<file path="src/rtl/led_breath_pwm_if.sv">
// ---------------------------------------------------------------------------
// led_breath_pwm_if
//   Signal bundle between the blink counter / board logic and the LED driver.
//
//   Signals:
//     step_in    : blink toggle from the upstream counter; every edge is one
//                  step event
//     mode       : 0 off, 1 on, 2 follow step_in, 3 breathe
//     led        : registered LED drive
//     state_o    : breathe FSM state (0 IDLE .. 4 HOLD_LOW)
//     cycle_done : one-clk pulse when a breathe cycle wraps back to RAMP_UP
//
//   Handshake: there is no valid/ready pair. step_in is a level that toggles
//   once per step; the consumer detects both edges itself, so the producer
//   never waits and no step can be refused. mode is sampled every clock.
//
//   Modports:
//     master : drives step_in/mode, observes the outputs (upstream / bench)
//     slave  : the LED driver itself
// ---------------------------------------------------------------------------
interface led_breath_pwm_if;
   logic       step_in;
   logic [1:0] mode;
   logic       led;
   logic [2:0] state_o;
   logic       cycle_done;

   modport master (
      output step_in,
      output mode,
      input  led,
      input  state_o,
      input  cycle_done
   );

   modport slave (
      input  step_in,
      input  mode,
      output led,
      output state_o,
      output cycle_done
   );
endinterface

</file>
<file path="src/rtl/led_breath_pwm.sv">
// ---------------------------------------------------------------------------
// led_breath_pwm
//   LED pin driver sitting after the free-running blink counter. Each edge of
//   the blink toggle is a step event. The LED is driven off, on, following the
//   toggle, or "breathing": a PWM duty that ramps up, holds, ramps down and
//   holds, advancing one step per event.
//
//   Ports:
//     clk    : system clock
//     rst_n  : asynchronous active-low reset
//     bus    : led_breath_pwm_if.slave (step_in, mode, led, state_o,
//              cycle_done)
//
//   Parameters:
//     PWM_BITS   : PWM counter / duty width; period is 2^PWM_BITS clocks
//     STEP       : duty change per step event (1 .. 2^PWM_BITS-1)
//     HOLD_STEPS : step events spent in each hold state (0 = no hold)
//
//   Optional build macro LED_BREATH_GAMMA_EN:
//     defined   - breathe compare uses (duty_eff^2) >> PWM_BITS, registered
//                 once, for a perceptually smoother ramp
//     undefined - linear compare against duty_eff
// ---------------------------------------------------------------------------
module led_breath_pwm #(
   parameter int PWM_BITS   = 8,
   parameter int STEP       = 16,
   parameter int HOLD_STEPS = 4
) (
   input  logic             clk,
   input  logic             rst_n,
   led_breath_pwm_if.slave  bus
);

   typedef enum logic [2:0] {
      S_IDLE      = 3'd0,
      S_RAMP_UP   = 3'd1,
      S_HOLD_HIGH = 3'd2,
      S_RAMP_DOWN = 3'd3,
      S_HOLD_LOW  = 3'd4
   } state_t;

   localparam int HW = (HOLD_STEPS < 1) ? 1 : $clog2(HOLD_STEPS + 1);
   localparam logic [PWM_BITS-1:0] DUTY_MAX  = {PWM_BITS{1'b1}};
   localparam logic [PWM_BITS:0]   STEP_W    = (PWM_BITS+1)'(STEP);
   localparam logic [HW-1:0]       HOLD_LAST = HW'((HOLD_STEPS < 1) ? 0 : HOLD_STEPS - 1);

   logic                step_q;
   logic [1:0]          mode_q;
   logic [PWM_BITS-1:0] pwm_cnt;
   logic [PWM_BITS-1:0] duty;
   logic [PWM_BITS-1:0] duty_eff;
   logic [PWM_BITS-1:0] duty_cmp;
   logic [HW-1:0]       hold_cnt;
   state_t              state;
   logic                led_r;
   logic                cycle_done_r;

   logic                step_ev;
   logic [PWM_BITS:0]   duty_up_sum;
   logic [PWM_BITS-1:0] duty_up;
   logic [PWM_BITS-1:0] duty_dn;

   // Both edges of the toggle count as a step.
   assign step_ev = bus.step_in ^ step_q;

   // One extra bit on the sum so a large STEP saturates instead of wrapping.
   assign duty_up_sum = {1'b0, duty} + STEP_W;
   assign duty_up     = (duty_up_sum > {1'b0, DUTY_MAX}) ? DUTY_MAX
                                                         : duty_up_sum[PWM_BITS-1:0];
   assign duty_dn     = ({1'b0, duty} > STEP_W) ? (duty - STEP_W[PWM_BITS-1:0])
                                                : '0;

   // Edge history, PWM counter and the period-aligned duty copy.
   // duty_eff only changes at the end of a period so a duty change never
   // produces a runt pulse mid-period.
   always_ff @(posedge clk or negedge rst_n) begin
      if (!rst_n) begin
         step_q   <= 1'b0;
         mode_q   <= 2'd0;
         pwm_cnt  <= '0;
         duty_eff <= '0;
      end else begin
         step_q  <= bus.step_in;
         mode_q  <= bus.mode;
         pwm_cnt <= pwm_cnt + 1'b1;
         if (pwm_cnt == DUTY_MAX) begin
            duty_eff <= duty;
         end
      end
   end

`ifdef LED_BREATH_GAMMA_EN
   // Squared duty, scaled back to PWM_BITS. Registered once: it lags duty_eff
   // by a clock, while the led-to-pwm_cnt relationship is unchanged.
   logic [2*PWM_BITS-1:0] duty_sq;
   logic [PWM_BITS-1:0]   duty_g;

   assign duty_sq = {{PWM_BITS{1'b0}}, duty_eff} * {{PWM_BITS{1'b0}}, duty_eff};

   always_ff @(posedge clk or negedge rst_n) begin
      if (!rst_n) begin
         duty_g <= '0;
      end else begin
         duty_g <= duty_sq[2*PWM_BITS-1:PWM_BITS];
      end
   end

   assign duty_cmp = duty_g;
`else
   assign duty_cmp = duty_eff;
`endif

   // LED output register. duty_cmp == 0 keeps the LED dark; the maximum duty
   // leaves it low only on the pwm_cnt == max cycle.
   always_ff @(posedge clk or negedge rst_n) begin
      if (!rst_n) begin
         led_r <= 1'b0;
      end else begin
         case (bus.mode)
            2'd0:    led_r <= 1'b0;
            2'd1:    led_r <= 1'b1;
            2'd2:    led_r <= bus.step_in;
            default: led_r <= (pwm_cnt < duty_cmp);
         endcase
      end
   end

   // Breathe FSM. Everything outside mode 3 parks in IDLE with duty cleared.
   // The entry cycle into mode 3 restarts the ramp and ignores any step event.
   always_ff @(posedge clk or negedge rst_n) begin
      if (!rst_n) begin
         state        <= S_IDLE;
         duty         <= '0;
         hold_cnt     <= '0;
         cycle_done_r <= 1'b0;
      end else begin
         cycle_done_r <= 1'b0;
         if (bus.mode != 2'd3) begin
            state    <= S_IDLE;
            duty     <= '0;
            hold_cnt <= '0;
         end else if (mode_q != 2'd3) begin
            state    <= S_RAMP_UP;
            duty     <= '0;
            hold_cnt <= '0;
         end else if (step_ev) begin
            case (state)
               S_RAMP_UP: begin
                  duty <= duty_up;
                  if (duty_up == DUTY_MAX) begin
                     state    <= (HOLD_STEPS == 0) ? S_RAMP_DOWN : S_HOLD_HIGH;
                     hold_cnt <= '0;
                  end
               end
               S_HOLD_HIGH: begin
                  if (hold_cnt == HOLD_LAST) begin
                     state    <= S_RAMP_DOWN;
                     hold_cnt <= '0;
                  end else begin
                     hold_cnt <= hold_cnt + 1'b1;
                  end
               end
               S_RAMP_DOWN: begin
                  duty <= duty_dn;
                  if (duty_dn == '0) begin
                     hold_cnt <= '0;
                     if (HOLD_STEPS == 0) begin
                        state        <= S_RAMP_UP;
                        cycle_done_r <= 1'b1;
                     end else begin
                        state <= S_HOLD_LOW;
                     end
                  end
               end
               S_HOLD_LOW: begin
                  if (hold_cnt == HOLD_LAST) begin
                     state        <= S_RAMP_UP;
                     hold_cnt     <= '0;
                     cycle_done_r <= 1'b1;
                  end else begin
                     hold_cnt <= hold_cnt + 1'b1;
                  end
               end
               default: begin
                  state    <= S_RAMP_UP;
                  duty     <= '0;
                  hold_cnt <= '0;
               end
            endcase
         end
      end
   end

   assign bus.led        = led_r;
   assign bus.state_o    = state;
   assign bus.cycle_done = cycle_done_r;

endmodule

</file>
<file path="src/flat_wrapper.sv">
// flat-port wrapper written by rule: the top's interface ports become plain ports
module led_breath_pwm_flat 
#(
   parameter int PWM_BITS   = 8,
   parameter int STEP       = 16,
   parameter int HOLD_STEPS = 4
)
  (clk, rst_n, bus_step_in, bus_mode, bus_led, bus_state_o, bus_cycle_done);
  led_breath_pwm_if bus_i ();
  input  logic clk;
  input  logic rst_n;
  input wire logic [$bits(bus_i.step_in)-1:0] bus_step_in;
  input wire logic [$bits(bus_i.mode)-1:0] bus_mode;
  output wire logic [$bits(bus_i.led)-1:0] bus_led;
  output wire logic [$bits(bus_i.state_o)-1:0] bus_state_o;
  output wire logic [$bits(bus_i.cycle_done)-1:0] bus_cycle_done;
  assign bus_i.step_in = bus_step_in;
  assign bus_i.mode = bus_mode;
  assign bus_led = bus_i.led;
  assign bus_state_o = bus_i.state_o;
  assign bus_cycle_done = bus_i.cycle_done;
  led_breath_pwm #(.PWM_BITS(PWM_BITS), .STEP(STEP), .HOLD_STEPS(HOLD_STEPS)) u_core (.clk(clk), .rst_n(rst_n), .bus(bus_i));
endmodule
</file>
<file path="config.mk">
export PLATFORM = sky130hd
export DESIGN_NAME = led_breath_pwm_flat
export DESIGN_NICKNAME = d
export VERILOG_FILES = /design/src/rtl/led_breath_pwm_if.sv /design/src/rtl/led_breath_pwm.sv /design/src/flat_wrapper.sv
export SDC_FILE = /design/constraint.sdc
export NUM_CORES = 1
export LEC_CHECK = 0
export ABC_AREA = 1
export BUFFER_PORTS_ARGS = -buffer_cell sky130_fd_sc_hd__buf_4
export CAP_MARGIN = 20
export CELL_PAD_IN_SITES_DETAIL_PLACEMENT = 0
export CELL_PAD_IN_SITES_GLOBAL_PLACEMENT = 2
export CORE_ASPECT_RATIO = 1.1
export CORE_MARGIN = 10
export CORE_UTILIZATION = 36
export CTS_CLUSTER_DIAMETER = 50
export CTS_CLUSTER_SIZE = 12
export DETAILED_ROUTE_END_ITERATION = 16
export GPL_ROUTABILITY_DRIVEN = 1
export HOLD_SLACK_MARGIN = 0.1
export PLACE_DENSITY = 0.87
export SYNTH_ARGS = -nofsm -noshare
export SYNTH_HDL_FRONTEND = slang
export SYNTH_SLANG_ARGS = --single-unit
</file>
<file path="constraint.sdc">
create_clock -name clk -period 2.5 [get_ports clk]
set_clock_uncertainty 0.05 [all_clocks]
set_input_delay 0 -clock clk [delete_from_list [all_inputs] [get_ports clk]]
set_output_delay 0 -clock clk [all_outputs]
set_load 0.01 [all_outputs]
</file>
==> out/results.txt <==
Status = finished, final reports clean
Cell Area, Synth = 2060 µm²
Dominant cells by area after synthesis = dfrtp_1, nand2_1, o21ai_0
Initial Util = 37.7%
Total global-route track usage = 10.3%
Vias = 1687
Max capacitance violation total = 0
Mapped Cells = 258
Clock Latency Late Sink = 290 ps
Proportion of power drawn by combinational gates = 5.1%
Clk network pwr share = 44.6%
Layout cells sized above 1 = 13.3%
Worst EP arrival = 2130 ps
Hold WC Path Type = input pin to async pin
Core Area = 5470 µm²
Leak Pwr = 0.00110 µW
Worst-path clk slew = 80 ps
Largest net degree at the start of global routing = 36
Area Growth Syn to Fin = 15.1%
Crit Path Class = register to register
Drt drc = 0
HPWL after DPL = 3.41 mm
Sw Ratio = 22.2%
Crit-path slowest cell = dfrtp_1
Die Wd = 92.1 µm
Synth Area in Compound Gates = 12.0%
Fin worst setup slack = 505 ps
TritonCTS Buffers = 5
Port bufs = 9
Worst setup startpoint = u_core.duty[4]
Critical-path maximum fanout = 8
Post-CTS Setup Bufs = 0
Post-Synth Simple-Gate Area = 28.0%
Commonest cells after routing, fill and taps aside = nand2_1, o21ai_0, dfrtp_1, inv_1, nor2_1
Flop pwr share = 50.3%
Internal power = 889 µW
Worst slew pin tran = 448 ps
Wire per inst = 12.6 µm
DP Worst Slack = 478 ps
Max Freq = 0.501 GHz
Hold WS = 152 ps
Grt ovf = 0
Final hold viol count = 0
# setup viols final = 0
Min cycle time layout = 2000 ps
FF-to-FF setup slack = 500 ps
Synth Area per Inst = 7.98 µm²
CP required = 2630 ps
DIE AREA = 9150 µm²
Worst flop-to-flop path endpoint = u_core.bus.state_o[0]
Routed vias/inst = 4.77
Antenna viol nets, final = 0
Design area = 2370 µm²
Peak supply drop = 257 µV
Yosys reg bits = 35
Post-layout nets = 295
XOR/XNOR Fraction of Synth Area = 2.98%
Deepest clock path buffer count = 2
Adder-Cell Fraction of Synth Area = 7.90%
Fillcell total = 597
R2r startpoint = u_core.duty[4]
Final period util = 79.8%
Row cnt = 28
Relative slew margins = 70.1%
Cell area after placement = 2210 µm²
First-pass GRT wire length = 7.71 mm
CP endpoint kind = register
Yosys warnings = 0
Sequential area share after synthesis = 42.6%
WP buf/inv = 2
Netlist cell types = 28
H-tree levels = 2
Crit path cell chain = inv_1 > ha_1 > inv_1 > nor2_1 > nand2_1 > nor2_2 > nand2_2 > nand2_4 > nor2_4 > nor2_8 > nand3_2 > nand2_1 > nand2_1
Max incr delay on CP = 440 ps
Initial antenna violation count = 0
Cell taking the most area after synthesis = dfrtp_1
IO Pins = 10
Syn_nets = 276
Die span in y = 99.3 µm
PD cells = 482 nW/µm²
CTS tree = done
Iteration-0 DRC Markers = 58
Detailed Route WL = 4.46 mm
Yosys top cell area share = 42.6%
CTS sink cnt = 35
Total chip power = 1140 µW
Net switching power = 254 µW
Placer Congestion = 0.877
Reg2reg path depth = 13
Startpoint types = register
Most common cell after layout, fill and taps aside = nand2_1
Vias in the first global route = 1628
Slew Viols, Final = 0
Crit path top cell by count = nand2_1
RSZ-0062 raised after global routing = false
Multiplexer share of the synthesized area = 0%
CP endpoint = u_core.bus.state_o[0]
Root Driver = clkbuf_8
CP Depth = 13
Total negative setup slack = 0 ps
Largest family of logic cells by synthesized area = simple AND/OR/NAND/NOR gates
Worst path top cell family by delay = simple AND/OR/NAND/NOR gates
First-pass DRT Iterations = 4
[Yosys cell counts (all sizes together)]
cell    count
a21oi       4
o21ai      41
inv        35
nand2      65
nor3b       1
nor3        2
xor2        5
a31oi       1
nand3      15
dfrtp      35
or2         1
nand4       5
buf         1
a211oi      1
a21o        1
nor2       29
nor4        1
ha         13
xnor2       2
[cells by family (layout without fill, tap and decap cells)]
| group | Yosys count | in the layout |
|---|---|---|
| AOI/OAI and AO/OA | 48 | 48 |
| other | 0 | 1 |
| DFF | 35 | 35 |
| xor gates and xnor gates | 7 | 7 |
| adders and majority gates | 13 | 13 |
| buffers and inverters | 36 | 56 |
| and+or+nand+nor | 119 | 119 |
[final cells by class]
type                            count  area, µm²  share of cell area (%)
Tap cell                           75       93.8                    3.96
Sequential cell                    35        876                    37.0
Multi-Input combinational cell    187       1050                    44.1
Inverter                           35        131                    5.54
Timing Repair Buffer               13        108                    4.54
Clock inverter                      3       43.8                    1.85
Clock buffer                        5       68.8                    2.90
Antenna cell                        1       2.50                   0.106
[through the flow]
stage / utilization, % / std cells
floorplan: - / 258
detailed placement: 40.5 / 341
global placement: 40.5 / 341
finish: 43.4 / 354
global route: 43.3 / 353
CTS: 43.3 / 353
[state kept, by name (all words and copies together), names as in the netlist]
| register | count |
|---|---|
| u_core.duty | 8 |
| u_core.duty_cmp | 8 |
| u_core.pwm_cnt | 8 |
| u_core.bus.state_o | 3 |
| u_core.hold_cnt | 3 |
| u_core.mode_q | 2 |
| u_core.bus.cycle_done | 1 |
| u_core.bus.led | 1 |
| u_core.step_q | 1 |
[power groups by stage]
stage          Combinational [µW]  Sequential, µW  Clock, µW
4_1_cts                      59.4             574        521
2_1_floorplan                24.2             587          0
3_5_place_dp                 54.0             586          0
3_3_place_gp                 54.1             586          0
6_report                     58.3             575        510
5_1_grt                      65.7             575        552
[worst min path at each step]
stage | slack, ps | endpoint
after CTS | 160 | u_core.pwm_cnt[3]
after global placement | -70 | u_core.pwm_cnt[0]
after floorplan | -350 | u_core.bus.cycle_done
after global routing | 180 | u_core.pwm_cnt[3]
after detailed placement | -70 | u_core.pwm_cnt[2]
final | 150 | u_core.pwm_cnt[3]
[timing repair]
action	in CTS	in global routing
setup endpoints to repair	0	0
gates resized for setup	0	0
endpoints found under the hold margin	40	0
hold buffers	4	0
[metal layers]
| metal | vias to the layer above | global-route usage, % | wire, µm |
|---|---|---|---|
| li1 | 877 | - | - |
| met4 | 0 | 3.68 | 64 |
| met1 | 780 | 12.9 | 2170 |
| met5 | - | 0 | 0 |
| met3 | 7 | 2.78 | 133 |
| met2 | 23 | 16.5 | 2100 |
(Power assumes the default switching activity.)
